## config.mk

```make
export PLATFORM = sky130hd
export DESIGN_NAME = bfp_block_scheduler
export DESIGN_NICKNAME = d
export VERILOG_FILES = /design/src/rtl/bfp_pkg.sv /design/src/rtl/bfp_bank_tracker.sv /design/src/rtl/bfp_block_scheduler.sv
export SDC_FILE = /design/constraint.sdc
export NUM_CORES = 1
export LEC_CHECK = 0
export ABC_CLOCK_PERIOD_IN_PS = 3400
export CORE_MARGIN = 2
export CORE_UTILIZATION = 45
export CTS_BUF_LIST = sky130_fd_sc_hd__clkbuf_8
export CTS_CLUSTER_DIAMETER = 60
export DETAILED_ROUTE_END_ITERATION = 7
export PLACE_DENSITY = 0.69
export SETUP_SLACK_MARGIN = 0.15
export SLEW_MARGIN = 5
export SYNTH_ARGS = -nofsm -noshare
export SYNTH_HDL_FRONTEND = slang
export SYNTH_SLANG_ARGS = --single-unit
```

## constraint.sdc

```tcl
create_clock -name clk -period 3.4 [get_ports clk]
set_input_delay 0.51 -clock clk [delete_from_list [all_inputs] [get_ports clk]]
set_output_delay 0.51 -clock clk [all_outputs]
set_load 0.02 [all_outputs]
```

## src/rtl/bfp_pkg.sv

```systemverilog
// ============================================================================
// Module  : bfp_pkg
// Brief   : Shared types and constants for the BFP block-delay scheduler.
// Rev     : 1.0 - initial release
// ============================================================================
`default_nettype none

package bfp_pkg;

  localparam int BFP_SHIFT_W = 4;

  typedef enum logic [1:0] {
    FREE       = 2'd0,
    WAIT_SHIFT = 2'd1,
    READY      = 2'd2,
    READING    = 2'd3
  } bank_state_t;

  typedef enum logic [0:0] {
    IDLE = 1'b0,
    READ = 1'b1
  } rd_state_t;

endpackage

`default_nettype wire

```

## src/rtl/bfp_bank_tracker.sv

```systemverilog
// ============================================================================
// Module  : bfp_bank_tracker
// Brief   : State, length and shift of one ping-pong RAM bank.
// Rev     : 1.0 - initial release
// ============================================================================
`default_nettype none

module bfp_bank_tracker
  import bfp_pkg::*;
#(
  parameter int ADDR_W  = 8,
  parameter int SHIFT_W = BFP_SHIFT_W
) (
  input  logic               clk,
  input  logic               rst,
  input  logic               i_close,
  input  logic [ADDR_W:0]    i_len,
  input  logic               i_load_shift,
  input  logic [SHIFT_W-1:0] i_shift,
  input  logic               i_rd_start,
  input  logic               i_rd_done,
  output bank_state_t        o_state,
  output logic [ADDR_W:0]    o_len,
  output logic [SHIFT_W-1:0] o_shift
);

  bank_state_t        r_state;
  logic [ADDR_W:0]    r_len;
  logic [SHIFT_W-1:0] r_shift;

  // Events are mutually exclusive per bank; done wins so a 1-sample block
  // can go READY -> FREE in the cycle it is both started and finished.
  always_ff @(posedge clk) begin
    if (rst) begin
      r_state <= FREE;
      r_len   <= '0;
      r_shift <= '0;
    end else if (i_rd_done) begin
      r_state <= FREE;
    end else if (i_rd_start && (r_state == READY)) begin
      r_state <= READING;
    end else if (i_load_shift && (r_state == WAIT_SHIFT)) begin
      r_shift <= i_shift;
      r_state <= READY;
    end else if (i_close && (r_state == FREE)) begin
      r_len   <= i_len;
      r_state <= WAIT_SHIFT;
    end
  end

  assign o_state = r_state;
  assign o_len   = r_len;
  assign o_shift = r_shift;

endmodule

`default_nettype wire

```

## src/rtl/bfp_block_scheduler.sv

```systemverilog
// ============================================================================
// Module  : bfp_block_scheduler
// Brief   : Ping-pong block-delay sequencer pairing each block with its shift.
//           Optional BFP_SCHED_STATS_EN adds blk_count / err_count outputs.
// Rev     : 1.0 - initial release
// ============================================================================
`default_nettype none

module bfp_block_scheduler
  import bfp_pkg::*;
#(
  parameter int MAX_BLOCK = 256,
  parameter int ADDR_W    = $clog2(MAX_BLOCK),
  parameter int SHIFT_W   = BFP_SHIFT_W
) (
  input  logic               clk,
  input  logic               rst,
  input  logic               in_valid,
  input  logic               in_last,
  output logic               in_ready,
  input  logic [SHIFT_W-1:0] shift_in,
  input  logic               shift_valid,
  output logic               wr_en,
  output logic               wr_bank,
  output logic [ADDR_W-1:0]  wr_addr,
  output logic               rd_en,
  output logic               rd_bank,
  output logic [ADDR_W-1:0]  rd_addr,
  output logic               out_valid,
  output logic               out_last,
  output logic [SHIFT_W-1:0] out_shift,
  output logic               ovf_err,
  output logic               shift_err
`ifdef BFP_SCHED_STATS_EN
  ,
  output logic [31:0]        blk_count,
  output logic [15:0]        err_count
`endif
);

  localparam logic [ADDR_W-1:0] c_blk_last = ADDR_W'(MAX_BLOCK - 1);
  localparam logic [ADDR_W:0]   c_one      = (ADDR_W + 1)'(1);

  logic               r_wr_ptr;
  logic               r_sh_ptr;
  logic               r_rd_ptr;
  logic [ADDR_W-1:0]  r_wr_cnt;
  logic [ADDR_W-1:0]  r_rd_cnt;
  rd_state_t          r_rd_state;
  logic               r_out_valid;
  logic               r_out_last;
  logic [SHIFT_W-1:0] r_out_shift;

  bank_state_t        w_st  [2];
  logic [ADDR_W:0]    w_len [2];
  logic [SHIFT_W-1:0] w_sh  [2];
  logic [1:0]         w_close_b;
  logic [1:0]         w_load_b;
  logic [1:0]         w_start_b;
  logic [1:0]         w_done_b;

  logic               w_accept;
  logic               w_close;
  logic [ADDR_W:0]    w_new_len;
  logic               w_sh_ok;
  logic               w_rd_fire;
  logic               w_rd_start;
  logic               w_rd_done;
  logic               w_other_ready;

  assign in_ready  = (w_st[r_wr_ptr] == FREE);
  assign w_accept  = in_valid && in_ready;
  assign w_close   = w_accept && (in_last || (r_wr_cnt == c_blk_last));
  assign w_new_len = {1'b0, r_wr_cnt} + c_one;
  assign w_sh_ok   = shift_valid && (w_st[r_sh_ptr] == WAIT_SHIFT);

  // The first read is issued in the cycle the bank turns READY, so the reader
  // never spends an extra cycle in IDLE before touching the RAM.
  assign w_rd_fire     = (r_rd_state == READ) || (w_st[r_rd_ptr] == READY);
  assign w_rd_start    = w_rd_fire && (w_st[r_rd_ptr] == READY);
  assign w_rd_done     = w_rd_fire && ({1'b0, r_rd_cnt} == (w_len[r_rd_ptr] - c_one));
  assign w_other_ready = (w_st[~r_rd_ptr] == READY);

  for (genvar b = 0; b < 2; b++) begin : g_bank
    assign w_close_b[b] = w_close    && (r_wr_ptr == 1'(b));
    assign w_load_b[b]  = w_sh_ok    && (r_sh_ptr == 1'(b));
    assign w_start_b[b] = w_rd_start && (r_rd_ptr == 1'(b));
    assign w_done_b[b]  = w_rd_done  && (r_rd_ptr == 1'(b));

    bfp_bank_tracker #(
      .ADDR_W  (ADDR_W),
      .SHIFT_W (SHIFT_W)
    ) u_trk (
      .clk          (clk),
      .rst          (rst),
      .i_close      (w_close_b[b]),
      .i_len        (w_new_len),
      .i_load_shift (w_load_b[b]),
      .i_shift      (shift_in),
      .i_rd_start   (w_start_b[b]),
      .i_rd_done    (w_done_b[b]),
      .o_state      (w_st[b]),
      .o_len        (w_len[b]),
      .o_shift      (w_sh[b])
    );
  end

  always_ff @(posedge clk) begin
    if (rst) begin
      r_wr_ptr <= 1'b0;
      r_wr_cnt <= '0;
      r_sh_ptr <= 1'b0;
    end else begin
      if (w_accept) begin
        if (w_close) begin
          r_wr_cnt <= '0;
          r_wr_ptr <= ~r_wr_ptr;
        end else begin
          r_wr_cnt <= r_wr_cnt + ADDR_W'(1);
        end
      end
      if (w_sh_ok) begin
        r_sh_ptr <= ~r_sh_ptr;
      end
    end
  end

  // Read FSM; out_* are the read strobes delayed to line up with RAM dout.
  always_ff @(posedge clk) begin
    if (rst) begin
      r_rd_state  <= IDLE;
      r_rd_ptr    <= 1'b0;
      r_rd_cnt    <= '0;
      r_out_valid <= 1'b0;
      r_out_last  <= 1'b0;
      r_out_shift <= '0;
    end else begin
      r_out_valid <= w_rd_fire;
      r_out_last  <= w_rd_done;
      r_out_shift <= w_rd_fire ? w_sh[r_rd_ptr] : '0;
      if (w_rd_fire) begin
        if (w_rd_done) begin
          r_rd_cnt   <= '0;
          r_rd_ptr   <= ~r_rd_ptr;
          r_rd_state <= w_other_ready ? READ : IDLE;
        end else begin
          r_rd_cnt   <= r_rd_cnt + ADDR_W'(1);
          r_rd_state <= READ;
        end
      end
    end
  end

  assign wr_en     = w_accept;
  assign wr_bank   = w_accept && r_wr_ptr;
  assign wr_addr   = w_accept ? r_wr_cnt : '0;
  assign rd_en     = w_rd_fire;
  assign rd_bank   = w_rd_fire && r_rd_ptr;
  assign rd_addr   = w_rd_fire ? r_rd_cnt : '0;
  assign out_valid = r_out_valid;
  assign out_last  = r_out_last;
  assign out_shift = r_out_shift;
  assign ovf_err   = w_close && !in_last;
  assign shift_err = shift_valid && !w_sh_ok;

`ifdef BFP_SCHED_STATS_EN
  logic [31:0] r_blk_count;
  logic [15:0] r_err_count;

  always_ff @(posedge clk) begin
    if (rst) begin
      r_blk_count <= '0;
      r_err_count <= '0;
    end else begin
      if (w_rd_done) begin
        r_blk_count <= r_blk_count + 32'd1;
      end
      if ((ovf_err || shift_err) && (r_err_count != 16'hFFFF)) begin
        r_err_count <= r_err_count + 16'd1;
      end
    end
  end

  assign blk_count = r_blk_count;
  assign err_count = r_err_count;
`endif

endmodule

`default_nettype wire

```

==> metrics.txt <==
biggest area consumer among synthesized cells dfxtp_1; Max stage delay on crit path 0.64 ns; Layout area overhead 19.4%; MaxCap Viol Count 0; root buffer cell clkbuf_8; WL/cell 14.3 um; worst IR drop on VDD 0.247 mV; Reg-to-Reg Start r_rd_ptr; final hold slack 0.490 ns; H-tree depth 2; FP Rows 29; sequential area share after synthesis 36.9%; Distinct cells, synth 47; Fin Setup TNS 0 ns; Final ANT Viol Nets 0; critical path required time 2.89 ns; clk sink count 56; Worst Min Path Start g_bank[1].u_trk.o_shift[1]; Area contributors post-synth dfxtp_1 (37%), mux2i_1 (6.9%), nor2b_1 (5.8%), nor2_1 (4.3%), xor2_1 (4.3%); RSZ-0062 raised after global routing false; initial antenna violation count 0; Critical Path Source Type flip-flop; worst-case hold path end point g_bank[1].u_trk.o_shift[1]; clock slew at reported path FFs 0.10 ns; CP max stage cell clkdlybuf4s50_1; fmax 322 MHz; Synth Instances 360; Final Max Tran Viols 0; I/O pin cnt 38; # hold bufs at CTS 0; share of cells above drive strength 1 8.06%; Mapped Area 0.00304 mm2; commonest non-fill, non-tap cell in the layout dfxtp_1; CP Cell Sequence ha_1 -> and3_1 -> and3_1 -> a31oi_1 -> nor3_1 -> clkdlybuf4s50_1; synthesized net count 372; diode count 0; worst-case clock skew 0.00544 ns; Hold Crit Class flip-flop to flip-flop; nets@finish 408; Hold Fails Final Rpt 0; grt ovf 0; first-pass iteration count of the detailed router 4; element type at the critical path end primary output; Worst-Skew Late Latency 0.31 ns; die area 0.00742 mm2; Synthesis Warnings 0; vias in the first global route 2500; CTS Buf Count 5; crit path kind flip-flop to primary output; Seq cells post-synth 56; DRC violations left 0; largest net degree at the start of global routing 41; die width 86.1 um; DRT iter0 DRCs 116; Core Box Area 0.00642 mm2; status finished clean; leakage 1.39 nW; PwrDens 373 mW/mm2; GPL Wtd Cong 0.855; FF-to-FF End g_bank[1].u_trk.o_len[0]; Max clock buf depth 2; crit path time final 3.11 ns; crit-path max FO 8; Worst Reg-to-Reg Cells 9; PortBufs 37; Vias 2589; final wirelength 6.80 mm; syn_area_per_cell 8.44 um2; worst slew pin tran 0.642 ns; Final Power 1.35 mW; post-DP HPWL 4.92 mm; Core Util, Final 56.4%; crit path DAT 2.60 ns; Starting Density 47.3%; slew margin rel. 57.1%; Finished Cell Area 0.00362 mm2; All-Layer GR Usage 19.8%; hold path cells 2; period utilization 91.4%; CTS tree done; final setup violation count 0; commonest cells after routing, fill and taps aside dfxtp_1 (55), clkdlybuf4s50_1 (37), nor2_1 (35); Yosys top cell area share 36.9%; r2r setup slk 0.37 ns; Chip Height 86.1 um; global-route wire length before repair 11.8 mm; most frequent cell on the critical path and3_1; Vias/cell 5.46; Post-DP Area 0.00350 mm2
[final cells by class]
cell class,count,area [um2]
Tap cell,77,96.3
Fill cell,587,2800
Sequential cell,56,1120
Clock inverter,3,42.5
Inverter,7,26.3
Multi-Input combinational cell,280,1820
Clock buffer,5,68.8
Timing Repair Buffer,46,450
[worst max-delay path by stage]
stage / from / end / slack [ns]
floorplan: r_rd_ptr / g_bank[1].u_trk.o_len[0] / 0.20
CTS: r_wr_cnt[0] / ovf_err / 0.17
detailed placement: r_rd_ptr / g_bank[1].u_trk.o_len[0] / 0.34
global placement: r_rd_ptr / g_bank[1].u_trk.o_len[7] / 0.42
global route: r_rd_ptr / g_bank[1].u_trk.o_len[3] / 0.15
finish: r_wr_cnt[0] / ovf_err / 0.29
[stage by stage]
step | std cells | worst slack (ns)
after floorplan | 360 | 0.199
after global placement | 465 | 0.416
after detailed placement | 465 | 0.343
after CTS | 473 | 0.174
after global routing | 474 | 0.149
final | 474 | 0.293
[routing by layer]
layer	wire length (um)	part of all wire [%]	global-route usage (%)
met4	58	0.85	5.05
met5	0	0	0
met2	3080	45	30.6
met3	178	2.6	4.52
met1	3480	51	28.0
[flip-flops by register name, summed over array words and instances, names as in the netlist]
register,cells
g_bank.u_trk.o_len,18
g_bank.u_trk.o_shift,8
r_rd_cnt,8
r_wr_cnt,8
g_bank.u_trk.o_state,4
out_shift,4
out_last,1
out_valid,1
r_rd_ptr,1
r_rd_state,1
r_sh_ptr,1
r_wr_ptr,1
[what timing repair did]
item                                   in CTS  in global routing
gates resized for setup                     0                  2
endpoints found under the hold margin       0                  0
setup buffers                               0                  1
setup endpoints to repair                   0                  9
[cells in the mapped netlist, drive strengths merged]
master    n
clkbuf   12
o2111ai   1
ha        3
o211ai    1
nand3b    2
a2111oi   1
nand2    16
nor4      6
nor2b    28
nor3     13
o311ai    1
inv       7
o31a      1
nor4b     3
dfxtp    56
a211oi    2
nor3b     8
a311oi    1
or3       3
o31ai     1
nor2     35
o21ai    28
a21o      3
a31oi     1
buf       5
nand4     1
o311a     1
nand3    10
or2       2
a41oi     1
mux2      7
or4       1
xor2     15
mux2i    22
xnor2     8
a21oi    20
nand2b   20
and3     14
[logic make-up after synthesis]
| logic type | share of synthesized area [%] |
|---|---|
| xor+xnor | 6.63 |
| compound gates | 12.9 |
| simple gates | 28.9 |
| mux | 9.97 |
| fa+ha+maj | 1.24 |
| flops | 36.9 |
| buf+inv | 3.46 |
[power by group]
group          total (mW)  internal [mW]  switching (mW)
Sequential          0.695          0.674          0.0219
Clock               0.444          0.220           0.224
Combinational       0.214         0.0924           0.121
Total                1.35          0.986           0.368
[critical path: cells and delay by family (launching register included)]
| family | cells | cell delay (ns) |
|---|---|---|
| simple gates | 3 | 0.73 |
| buf+inv | 1 | 0.64 |
| flops | 1 | 0.42 |
| compound gates | 1 | 0.25 |
| fa+ha+maj | 1 | 0.24 |
(Power assumes the default switching activity.)
